==> src/rtl/unsigned_divide_seq.sv <==
// Sequential restoring divider: one quotient bit per cycle, MSB first.
// Fixed latency of DIVIDEND_W cycles; a zero divisor short-circuits straight to DONE.
module unsigned_divide_seq #(
   parameter int unsigned DIVIDEND_W = 10,
   parameter int unsigned DIVISOR_W  = 5
) (
   input  logic                  clk,
   input  logic                  reset,
   input  logic                  start,
   input  logic [DIVIDEND_W-1:0] dataa,
   input  logic [DIVISOR_W-1:0]  datab,
   output logic [DIVIDEND_W-1:0] quotient,
   output logic [DIVISOR_W-1:0]  remainder,
   output logic                  busy,
   output logic                  done,
   output logic                  div_by_zero
);

   localparam int unsigned CntW = $clog2(DIVIDEND_W + 1);

   typedef enum logic [1:0] {StIdle, StCalc, StDone} state_e;

   state_e state_q, state_d;

   logic [DIVIDEND_W-1:0] work_q, work_d;       // dividend shifts out, quotient shifts in
   logic [DIVISOR_W-1:0]  divisor_q, divisor_d;
   logic [DIVISOR_W-1:0]  prem_q, prem_d;
   logic [CntW-1:0]       cnt_q, cnt_d;
   logic [DIVIDEND_W-1:0] quotient_q, quotient_d;
   logic [DIVISOR_W-1:0]  remainder_q, remainder_d;
   logic                  dbz_q, dbz_d;

   // One restoring step on the DIVISOR_W+1-bit shifted partial remainder.
   logic [DIVISOR_W:0]    shifted;
   logic                  ge;
   logic [DIVISOR_W-1:0]  diff;
   logic [DIVISOR_W-1:0]  prem_step;
   logic [DIVIDEND_W-1:0] work_step;

   always_comb begin
      shifted   = {prem_q, work_q[DIVIDEND_W-1]};
      ge        = (shifted >= {1'b0, divisor_q});
      // When ge holds the true difference is below the divisor, so the low bits are exact.
      diff      = shifted[DIVISOR_W-1:0] - divisor_q;
      prem_step = ge ? diff : shifted[DIVISOR_W-1:0];
      work_step = {work_q[DIVIDEND_W-2:0], ge};
   end

   // State register
   always_ff @(posedge clk) begin
      if (reset) begin
         state_q <= StIdle;
      end else begin
         state_q <= state_d;
      end
   end

   // Next-state logic
   always_comb begin
      state_d = state_q;
      unique case (state_q)
         StIdle: begin
            if (start) begin
               state_d = (datab == '0) ? StDone : StCalc;
            end
         end
         StCalc: begin
            if (cnt_q == CntW'(1)) begin
               state_d = StDone;
            end
         end
         StDone:  state_d = StIdle;
         default: state_d = StIdle;
      endcase
   end

   // Output logic
   always_comb begin
      busy = (state_q == StCalc);
      done = (state_q == StDone);
   end

   // Datapath next-state
   always_comb begin
      work_d      = work_q;
      divisor_d   = divisor_q;
      prem_d      = prem_q;
      cnt_d       = cnt_q;
      quotient_d  = quotient_q;
      remainder_d = remainder_q;
      dbz_d       = dbz_q;
      unique case (state_q)
         StIdle: begin
            if (start) begin
               work_d    = dataa;
               divisor_d = datab;
               prem_d    = '0;
               cnt_d     = CntW'(DIVIDEND_W);
               if (datab == '0) begin
                  quotient_d  = '1;
                  remainder_d = dataa[DIVISOR_W-1:0];
                  dbz_d       = 1'b1;
               end
            end
         end
         StCalc: begin
            work_d = work_step;
            prem_d = prem_step;
            cnt_d  = cnt_q - CntW'(1);
            if (cnt_q == CntW'(1)) begin
               quotient_d  = work_step;
               remainder_d = prem_step;
               dbz_d       = 1'b0;
            end
         end
         StDone: begin
         end
         default: begin
         end
      endcase
   end

   always_ff @(posedge clk) begin
      if (reset) begin
         work_q      <= '0;
         divisor_q   <= '0;
         prem_q      <= '0;
         cnt_q       <= '0;
         quotient_q  <= '0;
         remainder_q <= '0;
         dbz_q       <= 1'b0;
      end else begin
         work_q      <= work_d;
         divisor_q   <= divisor_d;
         prem_q      <= prem_d;
         cnt_q       <= cnt_d;
         quotient_q  <= quotient_d;
         remainder_q <= remainder_d;
         dbz_q       <= dbz_d;
      end
   end

   assign quotient    = quotient_q;
   assign remainder   = remainder_q;
   assign div_by_zero = dbz_q;

endmodule

==> config.mk <==
export PLATFORM = sky130hd
export DESIGN_NAME = unsigned_divide_seq
export DESIGN_NICKNAME = d
export VERILOG_FILES = /design/src/rtl/unsigned_divide_seq.sv
export SDC_FILE = /design/constraint.sdc
export NUM_CORES = 1
export LEC_CHECK = 0
export BUFFER_PORTS_ARGS = -buffer_cell sky130_fd_sc_hd__buf_2
export CORE_UTILIZATION = 29
export DETAILED_ROUTE_END_ITERATION = 7
export PLACE_DENSITY_LB_ADDON = 0.1
export SYNTH_ARGS = -nofsm -noshare
export SYNTH_HDL_FRONTEND = slang
export SYNTH_SLANG_ARGS = --single-unit
==> constraint.sdc <==
create_clock -name clk -period 2.5 [get_ports clk]
set_input_delay 0.5 -clock clk [delete_from_list [all_inputs] [get_ports clk]]
set_output_delay 0.5 -clock clk [all_outputs]
set_load 0.02 [all_outputs]
==> summary.txt, run 1 <==
Outcome
  – Status: finished, final reports clean

Synth
  – Synth top area cells: dfxtp_1, nand2_1, nor2_1
  – Synth Area in Adders: 5.15%
  – Compound-Gate Fraction of Synth Area: 22.1%
  – Post-synth EDFFs: 0
  – Mapped Area: 2090 sq um
  – Top_reg_cell synth: dfxtp_1
  – Synth Register Bits: 42
  – Synth top cells by count: dfxtp_1, nand2_1, nor2_1
  – Post-Syn Area per Cell: 8.50 sq um
  – Sequential cell area fraction in the yosys report: 40.2%
  – Asr flop ratio synth: 0%
  – Simple-Gate Fraction of Synth Area: 22.9%
  – Most frequent cell after synthesis: dfxtp_1
  – Ys Warns: 0
  – Post-synth cell types: 40
  – Mux share of post-synthesis cell area: 1.50%
  – Synth top area share: 40.2%
  – Area leader, netlist: dfxtp_1
  – Synthesized instance count: 246
  – Mapped Nets: 272
  – Main combinational cell family by area after synthesis: simple AND/OR/NAND/NOR gates
  – XOR/XNOR share of the synthesized area: 1.26%

Clock network
  – Worst skew pair latency: 0.30 ns
  – CTS root buffer: clkbuf_8
  – Cts repair resizes: 0
  – TritonCTS clock tree: done
  – Clock sinks: 42
  – Setup bufs post-CTS: 0
  – CTS Hold Bufs: 0
  – CTS Buffer Depth: 2
  – Htree depth: 2
  – Clk pin slew, worst setup/hold paths: 0.09 ns
  – TritonCTS Buffers: 5

Floorplan
  – Core area: 6870 sq um
  – Die Width: 86.9 microns
  – Die height: 86.9 microns
  – Starting Density: 30.4%
  – I/O Pins: 36
  – Std-Cell Rows: 30
  – Die ar.: 7550 sq um

Power and ir drop
  – Flop pwr share: 45.4%
  – Sw frac: 30.9%
  – Pwr dens: 694 nW/um^2
  – Clock power share: 31.5%
  – Pint: 1.17 mW
  – Combinational Power Share: 23.1%
  – VDD IR max: 0.255 mV
  – Static Leak: 0.973 nW
  – P_sw: 0.521 mW
  – Pwr Total: 1.69 mW

Critical path
  – Kind of cell adding the most delay to the critical path: adder cells
  – Largest fanout on the critical path: 6
  – Critical path data arrival time: 2.26 ns
  – Crit path largest cell delay: 0.41 ns
  – Most used cell, CP: inv_1
  – Worst path cell trace: inv_1, ha_1, inv_1, fa_1, a21oi_1, nand4b_1, and2_4, a31oi_2, a311oi_2
  – Slowest CP cell: fa_1
  – R2R setup slack: 0.45 ns
  – CP Launch Type: flip-flop
  – Setup crit end kind: flip-flop
  – Worst r2r dst: remainder[2]$_SDFFE_PP0P_
  – Worst Path Required: 2.71 ns
  – WP buf/inv: 2
  – Worst R2R Start: work_q[9]$_SDFFE_PP0P_
  – Cells on worst reg2reg path: 9
  – WS Path Type: reg -> reg

Layout
  – FF+latch area: 841 sq um
  – Share of cells above drive strength 1: 22.6%
  – Nets@finish: 304
  – Area Growth Syn to Fin: 16.3%
  – Area occupied by multi-input gates: 1100 sq um
  – N_diodes: 0
  – Fillers: 742

Timing
  – Clock skew: 0.00742 ns
  – Final worst-path cycle share: 81.8%
  – Final Max Tran Viols: 0
  – Setup WS post-layout: 0.454 ns
  – Fmax: 489 MHz
  – RSZ-0062 raised after global routing: no
  – Slew HR: 68.8%
  – Worst-margin pin slew: 0.467 ns
  – Fin. Hold Viols: 0
  – Minimum clock period: 2.05 ns
  – Finish-stage setup viols: 0
  – Setup TNS: 0 ns

Detailed routing
  – Routed Antenna Nets: 0
  – DRT Pass-1 Iters: 4
  – Routed len/inst: 13.6 microns
  – Via density: 4.71
  – Initial drt markers: 80
  – Drt drc: 0
  – Final wirelength: 5120 microns
  – Via count: 1766

Global route
  – Total track usage: 14.2%
  – Initial antenna violation count: 0
  – Global-route wire length before repair: 8280 microns
  – Total congestion overflow: 0
  – Vias in the first global route: 1592
  – Pin count of the biggest net entering global routing: 30

Placement
  – GP Congestion: 0.738
  – Dpl ws: 0.464 ns
  – Buffers on Ports: 35
  – DP HPWL: 3670 microns

Min path
  – Hold endpoint: divisor_q[2]$_SDFFE_PP0P_
  – Hold WC Path Type: reg -> reg
  – Hold path cells: 2
  – Hold_sp: divisor_q[2]$_SDFFE_PP0P_

Flow run
  – Maxcap violations: 0
[tightest hold or removal path: stages, from the launching register on]
cell,delay (ns)
dfxtp_1,0.31
nand2_1,0.05
a21oi_1,0.05
[sequential cells by signal (all words and copies together) (netlist names)]
signal / cells
quotient: 10
work_q: 10
cnt_q: 4
state_q: 2
div_by_zero: 1
divisor_q: 5
remainder: 5
prem_q: 5
[placed cells by master, fill, tap and decap left out, types with 4 or more instances in the layout]
cell and instances:
buf_2 35, nand2_1 41, a211oi_1 17, dfxtp_1 42, a21oi_1 15, nor2_1 41
o21ai_0 5, inv_1 10, a311oi_1 11, clkbuf_8 5, ha_1 7, buf_4 6
nand3_1 4
[cells by family (layout without fill, tap and decap cells)]
family,count (synthesis),in the layout
buffers and inverters,26,59
and+or+nand+nor,103,103
DFF,42,42
AOI/OAI and AO/OA,61,61
adders and majority gates,8,8
muxes,3,3
xor gates and xnor gates,3,3
[layout make-up]
class,count,share of cell area (%)
timing repair buffer,41,9.05
inverter,10,1.54
sequential,42,34.6
clock inverter,3,1.65
clock buffer,5,2.83
multi-input combinational,178,45.4
tap,96,4.94
[worst max path at each step]
stage | from | end | cells after the start
after global routing | work_q[9]$_SDFFE_PP0P_ | remainder[3]$_SDFFE_PP0P_ | 9
final | work_q[9]$_SDFFE_PP0P_ | remainder[2]$_SDFFE_PP0P_ | 9
after global placement | datab[0] | remainder[3]$_SDFFE_PP0P_ | 7
after CTS | work_q[9]$_SDFFE_PP0P_ | remainder[2]$_SDFFE_PP0P_ | 9
after floorplan | work_q[9]$_SDFFE_PP0P_ | remainder[2]$_SDFFE_PP0P_ | 9
after detailed placement | work_q[9]$_SDFFE_PP0P_ | remainder[2]$_SDFFE_PP0P_ | 9
[stage by stage]
stage	area (sq um)	hold slack, ns	instances	utilization (%)
final	2430	0.460	375	35.4
after global routing	2430	0.457	375	35.4
after CTS	2430	0.448	375	35.4
after detailed placement	2320	0.451	367	33.8
after global placement	2320	0.448	367	33.8
after floorplan	2090	0.436	246	-
[power groups by stage]
| stage | logic (mW) | clock network (mW) | registers [mW] |
|---|---|---|---|
| 6_report | 0.390 | 0.532 | 0.767 |
| 5_1_grt | 0.441 | 0.582 | 0.776 |
| 4_1_cts | 0.395 | 0.553 | 0.767 |
| 3_5_place_dp | 0.394 | 0 | 0.782 |
| 3_3_place_gp | 0.396 | 0 | 0.784 |
| 2_1_floorplan | 0.302 | 0 | 0.779 |
[per-layer routing]
metal	vias up	wire, microns	track usage (%)
met4	0	54	4.09
met2	38	2260	22.0
met5	-	0	0
met3	5	204	3.03
li1	923	-	-
met1	800	2600	19.8
Note: power is estimated with default switching activity, not from simulation.
==> run 2: changes to the inputs <==
clock period = 2.01 ns   (was 2.5 ns; I/O delays follow)
==> run 2 against run 1 <==
Net effect:
- maximum frequency rose by 5.0%
- global-route usage rose by 0.86 points
- total power rose by 26%
- sequential share of layout area fell by 2.4 points
- first-iteration DRC count fell by 18%
- critical path type unchanged
- critical endpoint is now remainder[4]$_SDFFE_PP0P_
- largest cell class unchanged
==> summary.txt, run 2 (same netlist as run 1, synthesis figures left out) <==
Layout
  – Finished Core Util: 38.3% (was 35.4%)
  – Finished Layout Cells: 388 (was 375)
  – Area Growth Syn to Fin: 25.7% (was 16.3%)
  – Share of cells above drive strength 1: 31.2% (was 22.6%)
  – Most frequent cells in the layout: nor2_1, nand2_1, dfxtp_1 (was dfxtp_1, nand2_1, nor2_1)
  – Most common library cell in the layout ignoring fill and taps: nor2_1 (was dfxtp_1)
  – Nets@finish: 317 (was 304)
  – Fillers: 735 (was 742)
  – Post-Layout Inst Area: 2630 sq um (was 2430 sq um)
  – N_diodes: 0 (unchanged)

Clock network
  – Worst skew pair latency: 0.29 ns (was 0.30 ns)
  – Clk pin slew, worst setup/hold paths: 0.08 ns (was 0.09 ns)
  – Clock sinks: 42 (unchanged)
  – CTS Buffer Depth: 2 (unchanged)
  – TritonCTS clock tree: done (unchanged)
  – CTS root buffer: clkbuf_8 (unchanged)
  – CTS Hold Bufs: 0 (unchanged)
  – Htree depth: 2 (unchanged)
  – TritonCTS Buffers: 5 (unchanged)

Detailed routing
  – Routed Antenna Nets: 0 (unchanged)
  – Final wirelength: 5320 microns (was 5120 microns)
  – Via count: 1825 (was 1766)
  – Drt drc: 0 (unchanged)
  – DRT Pass-1 Iters: 4 (unchanged)
  – Routed len/inst: 13.7 microns (was 13.6 microns)
  – Via density: 4.70 (was 4.71)
  – Initial drt markers: 66 (was 80)

Global route
  – Pin count of the biggest net entering global routing: 30 (unchanged)
  – Vias in the first global route: 1769 (was 1592)
  – Global-route wire length before repair: 8740 microns (was 8280 microns)
  – Total congestion overflow: 0 (unchanged)
  – Initial antenna violation count: 0 (unchanged)
  – Total track usage: 15.1% (was 14.2%)

Placement
  – Post-Place Cell Area: 2400 sq um (was 2320 sq um)
  – DP HPWL: 3830 microns (was 3670 microns)
  – Dpl ws: 0.0430 ns (was 0.464 ns)
  – Inst Count DP: 376 (was 367)
  – GP Congestion: 0.766 (was 0.738)
  – Buffers on Ports: 35 (unchanged)

Timing
  – Final worst-path cycle share: 96.9% (was 81.8%)
  – Clock skew: 0.00816 ns (was 0.00742 ns)
  – Finish-stage setup viols: 0 (unchanged)
  – Final Max Tran Viols: 0 (unchanged)
  – Minimum clock period: 1.95 ns (was 2.05 ns)
  – Setup WS post-layout: 0.0614 ns (was 0.454 ns)
  – Worst-margin pin slew: 0.570 ns (was 0.467 ns)
  – Fin. Hold Viols: 0 (unchanged)
  – Fmax: 513 MHz (was 489 MHz)
  – Setup TNS: 0 ns (unchanged)
  – Slew HR: 62.0% (was 68.8%)

Critical path
  – Most used cell, CP: inv_2 (was inv_1)
  – Setup crit end kind: flip-flop (unchanged)
  – Slowest CP cell: fa_2 (was fa_1)
  – WS Path Type: reg -> reg (unchanged)
  – Worst Path Required: 2.21 ns (was 2.71 ns)
  – CP Launch Type: flip-flop (unchanged)
  – Largest fanout on the critical path: 5 (was 6)
  – Critical path data arrival time: 2.15 ns (was 2.26 ns)
  – Crit path largest cell delay: 0.40 ns (was 0.41 ns)
  – Worst path cell trace: inv_2, ha_4, inv_2, fa_2, a21oi_2, nand4b_1, and2_4, nand3_1, a311oi_2 (was inv_1, ha_1, inv_1, fa_1, a21oi_1, nand4b_1, and2_4, a31oi_2, a311oi_2)

Floorplan
  – Std-Cell Rows: 30 (unchanged)
  – Core area: 6870 sq um (unchanged)
  – Die ar.: 7550 sq um (unchanged)
  – I/O Pins: 36 (unchanged)
  – Die height: 86.9 microns (unchanged)
  – Die Width: 86.9 microns (unchanged)
  – Starting Density: 30.4% (unchanged)

Outcome
  – Status: finished, final reports clean (unchanged)

Power and ir drop
  – Flop pwr share: 44.5% (was 45.4%)
  – Combinational Power Share: 28.8% (was 23.1%)
  – P_sw: 0.698 mW (was 0.521 mW)
  – Pwr dens: 812 nW/um^2 (was 694 nW/um^2)
  – Clock power share: 26.7% (was 31.5%)
  – Static Leak: 1.04 nW (was 0.973 nW)
  – VDD IR max: 0.257 mV (was 0.255 mV)
  – Sw frac: 32.7% (was 30.9%)
  – Pint: 1.43 mW (was 1.17 mW)

Flow run
  – Maxcap violations: 0 (unchanged)

Min path
  – Hold WC Path Type: in -> reg (was reg -> reg)
-- run 2: layer usage --
layer / global-route usage, % / wire (microns) / vias to the layer above
li1: - / - / 952
met1: 20.5 / 2610 / 845
met2: 24.1 / 2490 / 24
met3: 3.13 / 168 / 4
met4: 4.24 / 49 / 0
met5: 0 / 0 / -
-- run 2: final timing paths --
kind | cells past startpoint | slack, ns | end | start
setup / recovery | 9 | 0.06 | remainder[4]$_SDFFE_PP0P_ | work_q[9]$_SDFFE_PP0P_
hold / removal | 3 | 0.36 | divisor_q[2]$_SDFFE_PP0P_ | datab[2]
setup reg to reg | 9 | 0.06 | remainder[4]$_SDFFE_PP0P_ | work_q[9]$_SDFFE_PP0P_
hold reg to reg | 2 | 0.46 | divisor_q[4]$_SDFFE_PP0P_ | divisor_q[4]$_SDFFE_PP0P_
-- run 2: stage by stage --
step | hold WS [ns] | power [mW]
after floorplan | 0.436 | 1.34
after global placement | 0.445 | 1.49
after detailed placement | 0.450 | 1.49
after CTS | 0.353 | 2.06
after global routing | 0.354 | 2.26
final | 0.361 | 2.13
-- run 2: repair_timing --
action                     in CTS  in global routing
setup buffers                   0                  4
gates resized for setup         0                 25
setup endpoints to repair       0                 12
-- run 2: power by group through the flow --
stage | clock network [mW] | registers, mW | logic (mW)
final | 0.570 | 0.949 | 0.613
after detailed placement | 0 | 0.967 | 0.520
after CTS | 0.589 | 0.948 | 0.524
after global placement | 0 | 0.966 | 0.521
after global routing | 0.624 | 0.959 | 0.681
after floorplan | 0 | 0.969 | 0.375
-- run 2: critical path, delay by kind of cell, from the launching register on --
| kind | cells | cell delay [ns] |
|---|---|---|
| compound gates | 2 | 0.35 |
| simple gates | 3 | 0.54 |
| flops | 1 | 0.35 |
| fa+ha+maj | 2 | 0.53 |
| buf+inv | 2 | 0.09 |
-- run 2: area by class of cell --
cell class | instances | area [sq um] | area share (%)
Multi-Input combinational cell | 178 | 1200 | 45.6
Sequential cell | 42 | 846 | 32.2
Timing Repair Buffer | 54 | 334 | 12.7
Tap cell | 96 | 120 | 4.57
Clock buffer | 7 | 86.3 | 3.29
Inverter | 10 | 37.5 | 1.43
Clock inverter | 1 | 5.00 | 0.190
==> run 3: changes to the inputs <==
REMOVE_ABC_BUFFERS = 1   (was default)
==> run 3 against run 2 <==
Net effect:
- clock skew shrank 0.0018 ns
- clock-buffer cell count is 1 lower
- register-to-register slack gained 0.02 ns
- critical path depth rose by 1
- hold slack got worse by 0.0068 ns
- sequential cell count stayed put
- via count hardly changed
- routed wire length down 2.3%
- final cell count is 0.52% lower
- final area down 1.8%
- critical endpoint is now remainder[3]$_SDFFE_PP0P_
- largest cell class unchanged
- highest routed layer unchanged
==> summary.txt, run 3 (same netlist as run 1, synthesis figures left out) <==
Outcome
  – Status: finished, final reports clean (unchanged)

Floorplan
  – Core area: 6870 sq um (unchanged)
  – Starting Density: 30.4% (unchanged)
  – Die Width: 86.9 microns (unchanged)
  – Std-Cell Rows: 30 (unchanged)
  – I/O Pins: 36 (unchanged)
  – Die ar.: 7550 sq um (unchanged)
  – Die height: 86.9 microns (unchanged)

Placement
  – Post-Place Cell Area: 2420 sq um (was 2400 sq um)
  – GP Congestion: 0.811 (was 0.766)
  – Buffers on Ports: 35 (unchanged)
  – Inst Count DP: 376 (unchanged)
  – DP HPWL: 3780 microns (was 3830 microns)
  – Dpl ws: 0.0549 ns (was 0.0430 ns)

Timing
  – Setup WS post-layout: 0.0778 ns (was 0.0614 ns)
  – Finish-stage setup viols: 0 (unchanged)
  – Final worst-path cycle share: 96.1% (was 96.9%)
  – Final Max Tran Viols: 0 (unchanged)
  – Minimum clock period: 1.93 ns (was 1.95 ns)
  – Worst-margin pin slew: 0.423 ns (was 0.570 ns)
  – Fin. Hold Viols: 0 (unchanged)
  – Slew HR: 71.8% (was 62.0%)
  – Fmax: 518 MHz (was 513 MHz)
  – Clock skew: 0.00637 ns (was 0.00816 ns)

Critical path
  – Worst Path Required: 2.22 ns (was 2.21 ns)
  – WS Path Type: reg -> reg (unchanged)
  – Setup crit end kind: flip-flop (unchanged)
  – Most used cell, CP: inv_1 (was inv_2)
  – Slowest CP cell: dfxtp_4 (was fa_2)
  – CP Launch Type: flip-flop (unchanged)
  – Largest fanout on the critical path: 6 (was 5)
  – Crit path largest cell delay: 0.37 ns (was 0.40 ns)
  – Worst path cell trace: inv_1, ha_1, inv_1, fa_2, a21oi_2, nand4b_1, buf_6, and2_4, nand3_1, a311oi_1 (was inv_2, ha_4, inv_2, fa_2, a21oi_2, nand4b_1, and2_4, nand3_1, a311oi_2)
  – Critical path data arrival time: 2.15 ns (about the same)

Layout
  – Fillers: 755 (was 735)
  – Most frequent cells in the layout: nand2_1, nor2_1, dfxtp_1 (was nor2_1, nand2_1, dfxtp_1)
  – Nets@finish: 315 (was 317)
  – Finished Layout Cells: 386 (was 388)
  – Area occupied by multi-input gates: 1140 sq um (was 1200 sq um)
  – FF+latch area: 845 sq um (was 846 sq um)
  – N_diodes: 0 (unchanged)
  – Post-Layout Inst Area: 2580 sq um (was 2630 sq um)
  – Share of cells above drive strength 1: 27.2% (was 31.2%)
  – Area Growth Syn to Fin: 23.4% (was 25.7%)

Detailed routing
  – Final wirelength: 5200 microns (was 5320 microns)
  – DRT Pass-1 Iters: 4 (unchanged)
  – Routed Antenna Nets: 0 (unchanged)
  – Via density: 4.73 (was 4.70)
  – Drt drc: 0 (unchanged)
  – Routed len/inst: 13.5 microns (was 13.7 microns)
  – Initial drt markers: 70 (was 66)
  – Via count: 1824 (was 1825)

Clock network
  – TritonCTS Buffers: 5 (unchanged)
  – CTS Hold Bufs: 0 (unchanged)
  – Worst skew pair latency: 0.30 ns (was 0.29 ns)
  – Clock sinks: 42 (unchanged)
  – CTS root buffer: clkbuf_8 (unchanged)
  – CTS Buffer Depth: 2 (unchanged)
  – Clk pin slew, worst setup/hold paths: 0.09 ns (was 0.08 ns)
  – TritonCTS clock tree: done (unchanged)
  – Htree depth: 2 (unchanged)

Power and ir drop
  – VDD IR max: 0.377 mV (was 0.257 mV)
  – Pwr dens: 852 nW/um^2 (was 812 nW/um^2)
  – Static Leak: 1.03 nW (was 1.04 nW)
  – Pwr Total: 2.20 mW (was 2.13 mW)

Global route
  – Total track usage: 14.8% (was 15.1%)
  – Pin count of the biggest net entering global routing: 27 (was 30)
  – Total congestion overflow: 0 (unchanged)
  – Initial antenna violation count: 0 (unchanged)
  – Global-route wire length before repair: 8390 microns (was 8740 microns)
  – Vias in the first global route: 1651 (was 1769)

Flow run
  – Maxcap violations: 0 (unchanged)

Min path
  – Hold WC Path Type: in -> reg (unchanged)
==> run 3: cell type report <==
class                           count  share of cell area [%]
Timing Repair Buffer               52                    12.9
Sequential cell                    42                    32.7
Tap cell                           96                    4.66
Clock buffer                        6                    2.81
Multi-Input combinational cell    178                    44.0
Clock inverter                      2                    1.45
Inverter                           10                    1.45
==> run 3: routing by layer <==
metal,vias to the layer above,wire (microns),track usage (%)
met5,-,0,0
li1,943,-,-
met4,0,61,4.55
met1,851,2670,20.5
met3,5,158,3.98
met2,25,2310,22.2
==> run 3: final timing paths <==
| check | startpoint | endpoint | slack [ns] | cells after the start |
|---|---|---|---|---|
| max | work_q[9]$_SDFFE_PP0P_ | remainder[3]$_SDFFE_PP0P_ | 0.08 | 10 |
| min | datab[1] | divisor_q[1]$_SDFFE_PP0P_ | 0.35 | 3 |
| max reg2reg | work_q[9]$_SDFFE_PP0P_ | remainder[3]$_SDFFE_PP0P_ | 0.08 | 10 |
| min reg2reg | divisor_q[4]$_SDFFE_PP0P_ | divisor_q[4]$_SDFFE_PP0P_ | 0.46 | 2 |
==> run 3: repair_timing <==
item / 4_1_cts / 5_1_grt
setup buffers: 0 / 2
gates resized for setup: 0 / 9
setup endpoints to repair: 0 / 12
==> run 3: worst max-delay path, delay by kind of cell, from the launching register on <==
family	cells	cell delay, ns
flip-flops	1	0.37
AO/OA/AOI/OAI	2	0.35
adder cells (fa/ha/maj)	2	0.48
AND/OR/NAND/NOR	3	0.39
buffers and inverters	3	0.23
==> run 3: report_power, final <==
part | switching, mW | internal, mW
registers | 0.0524 | 0.897
clock network | 0.317 | 0.371
logic | 0.324 | 0.238
==> run 3: through the flow <==
step	TNS [ns]	hold WS [ns]	utilization, %
finish	0	0.354	37.6
global route	-0.0280	0.360	37.6
CTS	0	0.347	36.8
detailed placement	0	0.450	35.2
global placement	0	0.448	35.2
floorplan	-3.11	0.430	-
